===== src/rtl/pipe_ctrl_pkg.sv =====
// pipe_ctrl_pkg
// Shared definitions for the post-decode issue controller:
//   - FSM state encoding (RUN/HAZ/BRWAIT/FLUSH), also visible on STATE_OUT
//   - scoreboard entry bit layout and a width helper
//   - default pipeline depth, flush length and register address width
package pipe_ctrl_pkg;

  typedef enum logic [1:0] {
    RUN    = 2'b00,
    HAZ    = 2'b01,
    BRWAIT = 2'b10,
    FLUSH  = 2'b11
  } state_e;

  localparam int DEPTH_DEF        = 3;
  localparam int FLUSH_CYCLES_DEF = 2;
  localparam int REG_AW_DEF       = 3;

  // The flush counter must hold values up to 15.
  localparam int CNT_W = 4;

  // Scoreboard entry layout, LSB first:
  //   [0] pcload, [1] spr, [2] write, [3] valid, [4 +: REG_AW] writeAd
  localparam int SB_PCLOAD  = 0;
  localparam int SB_SPR     = 1;
  localparam int SB_WRITE   = 2;
  localparam int SB_VALID   = 3;
  localparam int SB_WAD_LSB = 4;

  function automatic int sbEntryWidth(input int aw);
    return aw + SB_WAD_LSB;
  endfunction

endpackage


===== src/rtl/hazard_scoreboard.sv =====
// hazard_scoreboard
// Shift register mirroring the post-decode pipeline registers. Entry k
// (index k-1) describes the instruction held in pipeline register k.
// Ports:
//   clk_i, rst_ni           clock, asynchronous active-low reset
//   load_i                  decode instruction is issuing this cycle
//   writeAd_i, write_i      destination register and its write enable
//   spr_i, pcload_i         instruction modifies SP / is a branch
//   readA_i/useA_i,
//   readB_i/useB_i          decode source registers and their use flags
//   sprAccess_i             decode instruction reads or modifies SP
//   data_haz_o              a source matches an in-flight write
//   sp_haz_o                SP access while an SP modifier is in flight
//   br_done_o               a branch occupies the last tracked stage
module hazard_scoreboard
  import pipe_ctrl_pkg::*;
#(
  parameter int DEPTH  = DEPTH_DEF,
  parameter int REG_AW = REG_AW_DEF
) (
  input  logic              clk_i,
  input  logic              rst_ni,
  input  logic              load_i,
  input  logic [REG_AW-1:0] writeAd_i,
  input  logic              write_i,
  input  logic              spr_i,
  input  logic              pcload_i,
  input  logic [REG_AW-1:0] readA_i,
  input  logic              useA_i,
  input  logic [REG_AW-1:0] readB_i,
  input  logic              useB_i,
  input  logic              sprAccess_i,
  output logic              data_haz_o,
  output logic              sp_haz_o,
  output logic              br_done_o
);

  localparam int EW = sbEntryWidth(REG_AW);

  logic [EW-1:0] entry_q [DEPTH];
  logic [EW-1:0] entry_d [DEPTH];
  logic [EW-1:0] newEntry;
  logic          dataHaz;
  logic          sprInFlight;

  // A non-issuing cycle loads an all-zero (invalid) entry, so a held
  // instruction never appears twice in the pipeline.
  always_comb begin
    newEntry                          = '0;
    newEntry[SB_VALID]                = load_i;
    newEntry[SB_WRITE]                = load_i & write_i;
    newEntry[SB_SPR]                  = load_i & spr_i;
    newEntry[SB_PCLOAD]               = load_i & pcload_i;
    newEntry[SB_WAD_LSB +: REG_AW]    = load_i ? writeAd_i : '0;

    entry_d[0] = newEntry;
    for (int k = 1; k < DEPTH; k++) begin
      entry_d[k] = entry_q[k-1];
    end
  end

  always_ff @(posedge clk_i or negedge rst_ni) begin
    if (!rst_ni) begin
      for (int k = 0; k < DEPTH; k++) begin
        entry_q[k] <= '0;
      end
    end else begin
      for (int k = 0; k < DEPTH; k++) begin
        entry_q[k] <= entry_d[k];
      end
    end
  end

  // Every stage is compared, including the last: a write there only
  // becomes architecturally visible on the following cycle.
  always_comb begin
    dataHaz     = 1'b0;
    sprInFlight = 1'b0;
    for (int k = 0; k < DEPTH; k++) begin
      if (entry_q[k][SB_VALID]) begin
        if (entry_q[k][SB_WRITE]) begin
          if (useA_i && (entry_q[k][SB_WAD_LSB +: REG_AW] == readA_i)) begin
            dataHaz = 1'b1;
          end
          if (useB_i && (entry_q[k][SB_WAD_LSB +: REG_AW] == readB_i)) begin
            dataHaz = 1'b1;
          end
        end
        if (entry_q[k][SB_SPR]) begin
          sprInFlight = 1'b1;
        end
      end
    end
  end

  assign data_haz_o = dataHaz;
  assign sp_haz_o   = sprInFlight & sprAccess_i;
  assign br_done_o  = entry_q[DEPTH-1][SB_VALID] & entry_q[DEPTH-1][SB_PCLOAD];

endmodule


===== src/rtl/pipeline_hazard_controller.sv =====
// pipeline_hazard_controller
// Decides each cycle whether the decode instruction may issue into
// pipeline register one, and sequences branch resolution plus the
// fetch/decode flush that follows.
// Ports:
//   CLK, RST_N                   clock, asynchronous active-low reset
//   ISSUE_VALID                  decode holds a valid instruction
//   readA_IN/useA_IN,
//   readB_IN/useB_IN             source registers and use flags
//   writeAd_IN, write_IN         destination register and write enable
//   PC_load_IN                   instruction is a branch/jump
//   SPR_op_IN, SPR_use_IN        instruction modifies / reads SP
//   ISSUE_OUT                    instruction accepted this cycle
//   STALL_OUT                    hold PC and decode register
//   BUBBLE_OUT                   zero register-one control bits
//   FLUSH_OUT                    invalidate fetch and decode
//   STATE_OUT                    current FSM state (debug)
module pipeline_hazard_controller
  import pipe_ctrl_pkg::*;
#(
  parameter int DEPTH        = DEPTH_DEF,
  parameter int FLUSH_CYCLES = FLUSH_CYCLES_DEF,
  parameter int REG_AW       = REG_AW_DEF
) (
  input  logic              CLK,
  input  logic              RST_N,
  input  logic              ISSUE_VALID,
  input  logic [REG_AW-1:0] readA_IN,
  input  logic [REG_AW-1:0] readB_IN,
  input  logic              useA_IN,
  input  logic              useB_IN,
  input  logic [REG_AW-1:0] writeAd_IN,
  input  logic              write_IN,
  input  logic              PC_load_IN,
  input  logic              SPR_op_IN,
  input  logic              SPR_use_IN,
  output logic              ISSUE_OUT,
  output logic              STALL_OUT,
  output logic              BUBBLE_OUT,
  output logic              FLUSH_OUT,
  output logic [1:0]        STATE_OUT
);

  state_e           state_q, state_d;
  logic [CNT_W-1:0] flushCnt_q, flushCnt_d;
  logic             dataHaz, spHaz, brDone, hazard;
  logic             issue, stall, flush;

  hazard_scoreboard #(
    .DEPTH  (DEPTH),
    .REG_AW (REG_AW)
  ) u_scoreboard (
    .clk_i       (CLK),
    .rst_ni      (RST_N),
    .load_i      (ISSUE_OUT),
    .writeAd_i   (writeAd_IN),
    .write_i     (write_IN),
    .spr_i       (SPR_op_IN),
    .pcload_i    (PC_load_IN),
    .readA_i     (readA_IN),
    .useA_i      (useA_IN),
    .readB_i     (readB_IN),
    .useB_i      (useB_IN),
    .sprAccess_i (SPR_use_IN | SPR_op_IN),
    .data_haz_o  (dataHaz),
    .sp_haz_o    (spHaz),
    .br_done_o   (brDone)
  );

  assign hazard = dataHaz | spHaz;

  // RUN and HAZ share the issue rule; HAZ only records that decode is
  // being held. A branch that also has a hazard waits in HAZ and moves
  // to BRWAIT on the cycle it finally issues.
  always_comb begin
    state_d    = state_q;
    flushCnt_d = flushCnt_q;
    issue      = 1'b0;
    stall      = 1'b0;
    flush      = 1'b0;
    case (state_q)
      RUN, HAZ: begin
        issue = ISSUE_VALID & ~hazard;
        stall = ISSUE_VALID & hazard;
        if (issue && PC_load_IN) begin
          state_d = BRWAIT;
        end else if (ISSUE_VALID && hazard) begin
          state_d = HAZ;
        end else begin
          state_d = RUN;
        end
      end
      BRWAIT: begin
        stall = 1'b1;
        if (brDone) begin
          state_d    = FLUSH;
          flushCnt_d = CNT_W'(FLUSH_CYCLES);
        end
      end
      FLUSH: begin
        flush = 1'b1;
        // The <= guard keeps a zero count from wrapping and locking up.
        if (flushCnt_q <= CNT_W'(1)) begin
          state_d    = RUN;
          flushCnt_d = '0;
        end else begin
          flushCnt_d = flushCnt_q - CNT_W'(1);
        end
      end
      default: begin
        state_d = RUN;
      end
    endcase
  end

  always_ff @(posedge CLK or negedge RST_N) begin
    if (!RST_N) begin
      state_q    <= RUN;
      flushCnt_q <= '0;
    end else begin
      state_q    <= state_d;
      flushCnt_q <= flushCnt_d;
    end
  end

  // Outputs are gated by RST_N so a valid decode slot is ignored while
  // reset is held.
  assign ISSUE_OUT  = RST_N & issue;
  assign STALL_OUT  = RST_N & stall;
  assign FLUSH_OUT  = RST_N & flush;
  assign BUBBLE_OUT = ~ISSUE_OUT;
  assign STATE_OUT  = state_q;

endmodule


===== config.mk =====
export PLATFORM = sky130hd
export DESIGN_NAME = pipeline_hazard_controller
export DESIGN_NICKNAME = d
export VERILOG_FILES = /design/src/rtl/pipe_ctrl_pkg.sv /design/src/rtl/hazard_scoreboard.sv /design/src/rtl/pipeline_hazard_controller.sv
export SDC_FILE = /design/constraint.sdc
export NUM_CORES = 1
export LEC_CHECK = 0
export ABC_AREA = 1
export ABC_CLOCK_PERIOD_IN_PS = 1800
export BUFFER_PORTS_ARGS = -buffer_cell sky130_fd_sc_hd__buf_4
export CORE_MARGIN = 2
export CORE_UTILIZATION = 57
export CTS_BUF_LIST = sky130_fd_sc_hd__clkbuf_4 sky130_fd_sc_hd__clkbuf_8
export CTS_CLUSTER_SIZE = 16
export DETAILED_ROUTE_END_ITERATION = 8
export PLACE_DENSITY = 0.8
export SLEW_MARGIN = 20
export SYNTH_ARGS = -nofsm -noshare
export SYNTH_HDL_FRONTEND = slang
export SYNTH_SLANG_ARGS = --single-unit
export TNS_END_PERCENT = 1

===== constraint.sdc =====
create_clock -name CLK -period 1.8 [get_ports CLK]
set_input_delay 0.36 -clock CLK [delete_from_list [all_inputs] [get_ports CLK]]
set_output_delay 0.36 -clock CLK [all_outputs]
set_load 0.02 [all_outputs]

==> impl_metrics.json <==
{
  "run_status": "finished, violations left",
  "failed_checks": "setup timing",
  "seq_area_frac_synth_pct": 49.9,
  "pre_cts_slack_ps": 40.7,
  "grt.total_usage_pct": 22.9,
  "end_kind": "output pin",
  "critPathLaunchType": "flip-flop",
  "relSlewSlack_pct": 66.8,
  "hold_viol": 0,
  "remaining_drc_errors": 0,
  "power_frac_seq_pct": 47.9,
  "rsz0062_at_grt": "yes",
  "syn_area_um2": 1360,
  "die_area_um2": 2780,
  "ys_types": 17,
  "swShare_pct": 36.5,
  "drv_slew": 0,
  "cp_data_arrival_time_ps": 1710,
  "io_pins": 24,
  "grt_max_degree": 17,
  "routed_via_density": 4.73,
  "dr.pass1.iters": 4,
  "cts_sinks": 27,
  "core-area_um2": 2230,
  "ir_drop_mv": 0.766,
  "gr-total-overflow": 0,
  "worstPathMaxFanout": 4,
  "post_drt_wl_per_cell_um": 10.8,
  "pwr_density_cell_nw_per_um2": 985,
  "area_growth_syn_to_layout_pct": 23.4,
  "required_ps": 1440,
  "die_w_um": 52.8,
  "path_cells": "inv_2 > nand2_2 > nand2_1 > nor2_1 > nand2_1 > nand2_1 > nand2_1 > nand2_2 > o21ai_2 > a21oi_1 > buf_4",
  "finalCritPeriodShare_pct": 115,
  "p_comb_share_pct": 35.9,
  "grt_pass1_vias": 1132,
  "final_cell_mix": "nand2_1, dfrtp_1, buf_4",
  "grt_pass1_wl_um": 4640,
  "tritoncts": "yes",
  "place_area_um2": 1590,
  "vias": 1169,
  "p_leak_nw": 0.974,
  "min_path_type": "input pin to flip-flop",
  "clk_latency_ps": 330,
  "fmax_mhz": 484,
  "crit_top_cell": "nand2_1",
  "grt_antenna_before_repair": 0,
  "yosysWarnings": 0,
  "numCtsBuffers": 3,
  "cap_violations": 0,
  "gp_congestion": 0.886,
  "drt_iter0_drc": 13,
  "fin_area_um2": 1670,
  "diodes": 0,
  "drive_gt1_share_pct": 23.7,
  "syn_nets": 204,
  "nets": 240,
  "netlist_instances": 184,
  "postRouteAntennaNets": 0,
  "finalWirelength_um": 2660,
  "p_clk_share_pct": 16.2,
  "io_buffers": 23,
  "ctsHtreeMaxLevel": 1,
  "p_sw_uw": 601,
  "power_mw": 1.65,
  "fin_skew_ps": 20.2,
  "crit_type": "flip-flop to output pin",
  "final_common_cell": "nand2_1",
  "dpl.hpwl_um": 2070,
  "rows": 17,
  "ys_ff_latch": 27,
  "slowest_delay_ps": 450,
  "p_int_mw": 1.05,
  "post-route-util_pct": 74.8,
  "postSynthAreaPerCell_um2": 7.36,
  "setup_viol": 3,
  "setup_slack_ps": -268,
  "finalCriticalPeriod_ps": 2070,
  "tns_ps": -741,
  "clkSlewWorstSetupHoldPaths_ps": 160,
  "cts-root-buf": "clkbuf_4",
  "die_h_um": 52.8,
  "worstMarginPinSlew_ps": 496,
  "cpMaxStageDelayCell": "dfrtp_1",
  "cts_buffer_depth": 2,
  "start_util_pct": 60.7
}
==> logic make-up after synthesis <==
logic type	after synthesis	synth area share [%]
and+or+nand+nor	108	33.2
buffers and inverters	34	9.42
DFF	27	49.9
AOI/OAI and AO/OA	11	4.34
xor gates and xnor gates	2	1.29
adders and majority gates	2	1.85
==> routing by layer <==
metal	wire (µm)	vias to the layer above	part of all wire, %	track usage (%)
li1	-	614	-	-
met1	1220	528	46	29.5
met2	1310	23	49	40.0
met3	96	4	3.6	3.43
met4	26	0	0.98	6.41
met5	0	-	0	0
==> registers in the layout, summed over array words and instances, names as in the netlist <==
register	cells
u_scoreboard.entry_d	14
u_scoreboard.entry_q	7
STATE_OUT	2
flushCnt_q	4
==> worst max-delay path: cells and delay by family (launching register included) <==
kind                   cells  cell delay (ps)
AO/OA/AOI/OAI              2              220
buffers and inverters      2              210
flip-flops                 1              450
AND/OR/NAND/NOR            7              530
==> synth_stat cells <==
master    count  area share, %
nand2_2       2           0.92
inv_1        29            8.0
dfrtp_1      27             50
nand3_1       5            1.8
o211ai_1      1           0.55
xor2_1        2            1.3
nor2_2        5            2.3
o21ai_1       3            1.1
o22ai_1       1           0.46
nand2_1      72             20
ha_1          2            1.8
a21oi_1       4            1.5
o21ai_0       2           0.74
nand3_4       1            1.3
nor2_4        1           0.83
inv_2         5            1.4
nor2_1       22            6.1
==> area by class of cell <==
class / instances / area [µm²]
clock buffers: 3 / 22.5
clock inverters: 1 / 7.51
fillers: 169 / 562
inverters: 34 / 128
multi-input cells: 123 / 558
flip-flops and latches: 27 / 676
well taps: 28 / 35.0
repair buffers: 31 / 245
==> metrics by stage <==
stage	hold slack [ps]	instances
6_report	239	247
5_1_grt	236	247
4_1_cts	233	244
3_5_place_dp	221	238
3_3_place_gp	221	238
2_1_floorplan	64.4	184
==> power groups by stage <==
| stage | registers (mW) | logic (mW) | clock network (mW) |
|---|---|---|---|
| after global placement | 0.796 | 0.545 | 0 |
| after detailed placement | 0.801 | 0.564 | 0 |
| final | 0.788 | 0.592 | 0.267 |
| after floorplan | 0.811 | 0.346 | 0 |
| after global routing | 0.805 | 0.672 | 0.293 |
| after CTS | 0.789 | 0.574 | 0.279 |
==> final timing paths <==
path                                     startpoint                        to  slack, ps  cells after the start
max                        u_scoreboard.entry_d[11]                 STALL_OUT       -270                     11
min                                   writeAd_IN[1]  u_scoreboard.entry_d[12]        240                      3
max reg2reg                u_scoreboard.entry_d[11]  u_scoreboard.entry_d[12]        190                     13
min reg2reg                 u_scoreboard.entry_d[0]   u_scoreboard.entry_q[0]        370                      0
max in group asynchronous                     RST_N   u_scoreboard.entry_d[4]        370                      3
min in group asynchronous                     RST_N   u_scoreboard.entry_d[0]        530                      3
==> repair_timing <==
item                       in CTS  in global routing
gates resized for setup         1                  6
pin swaps                       0                 10
hold buffers                    2                  0
setup endpoints to repair       3                  3
hold endpoints to repair       11                  0
cloned                          0                  0
setup buffers                   0                  3
Power figures use the tool's default switching activity.
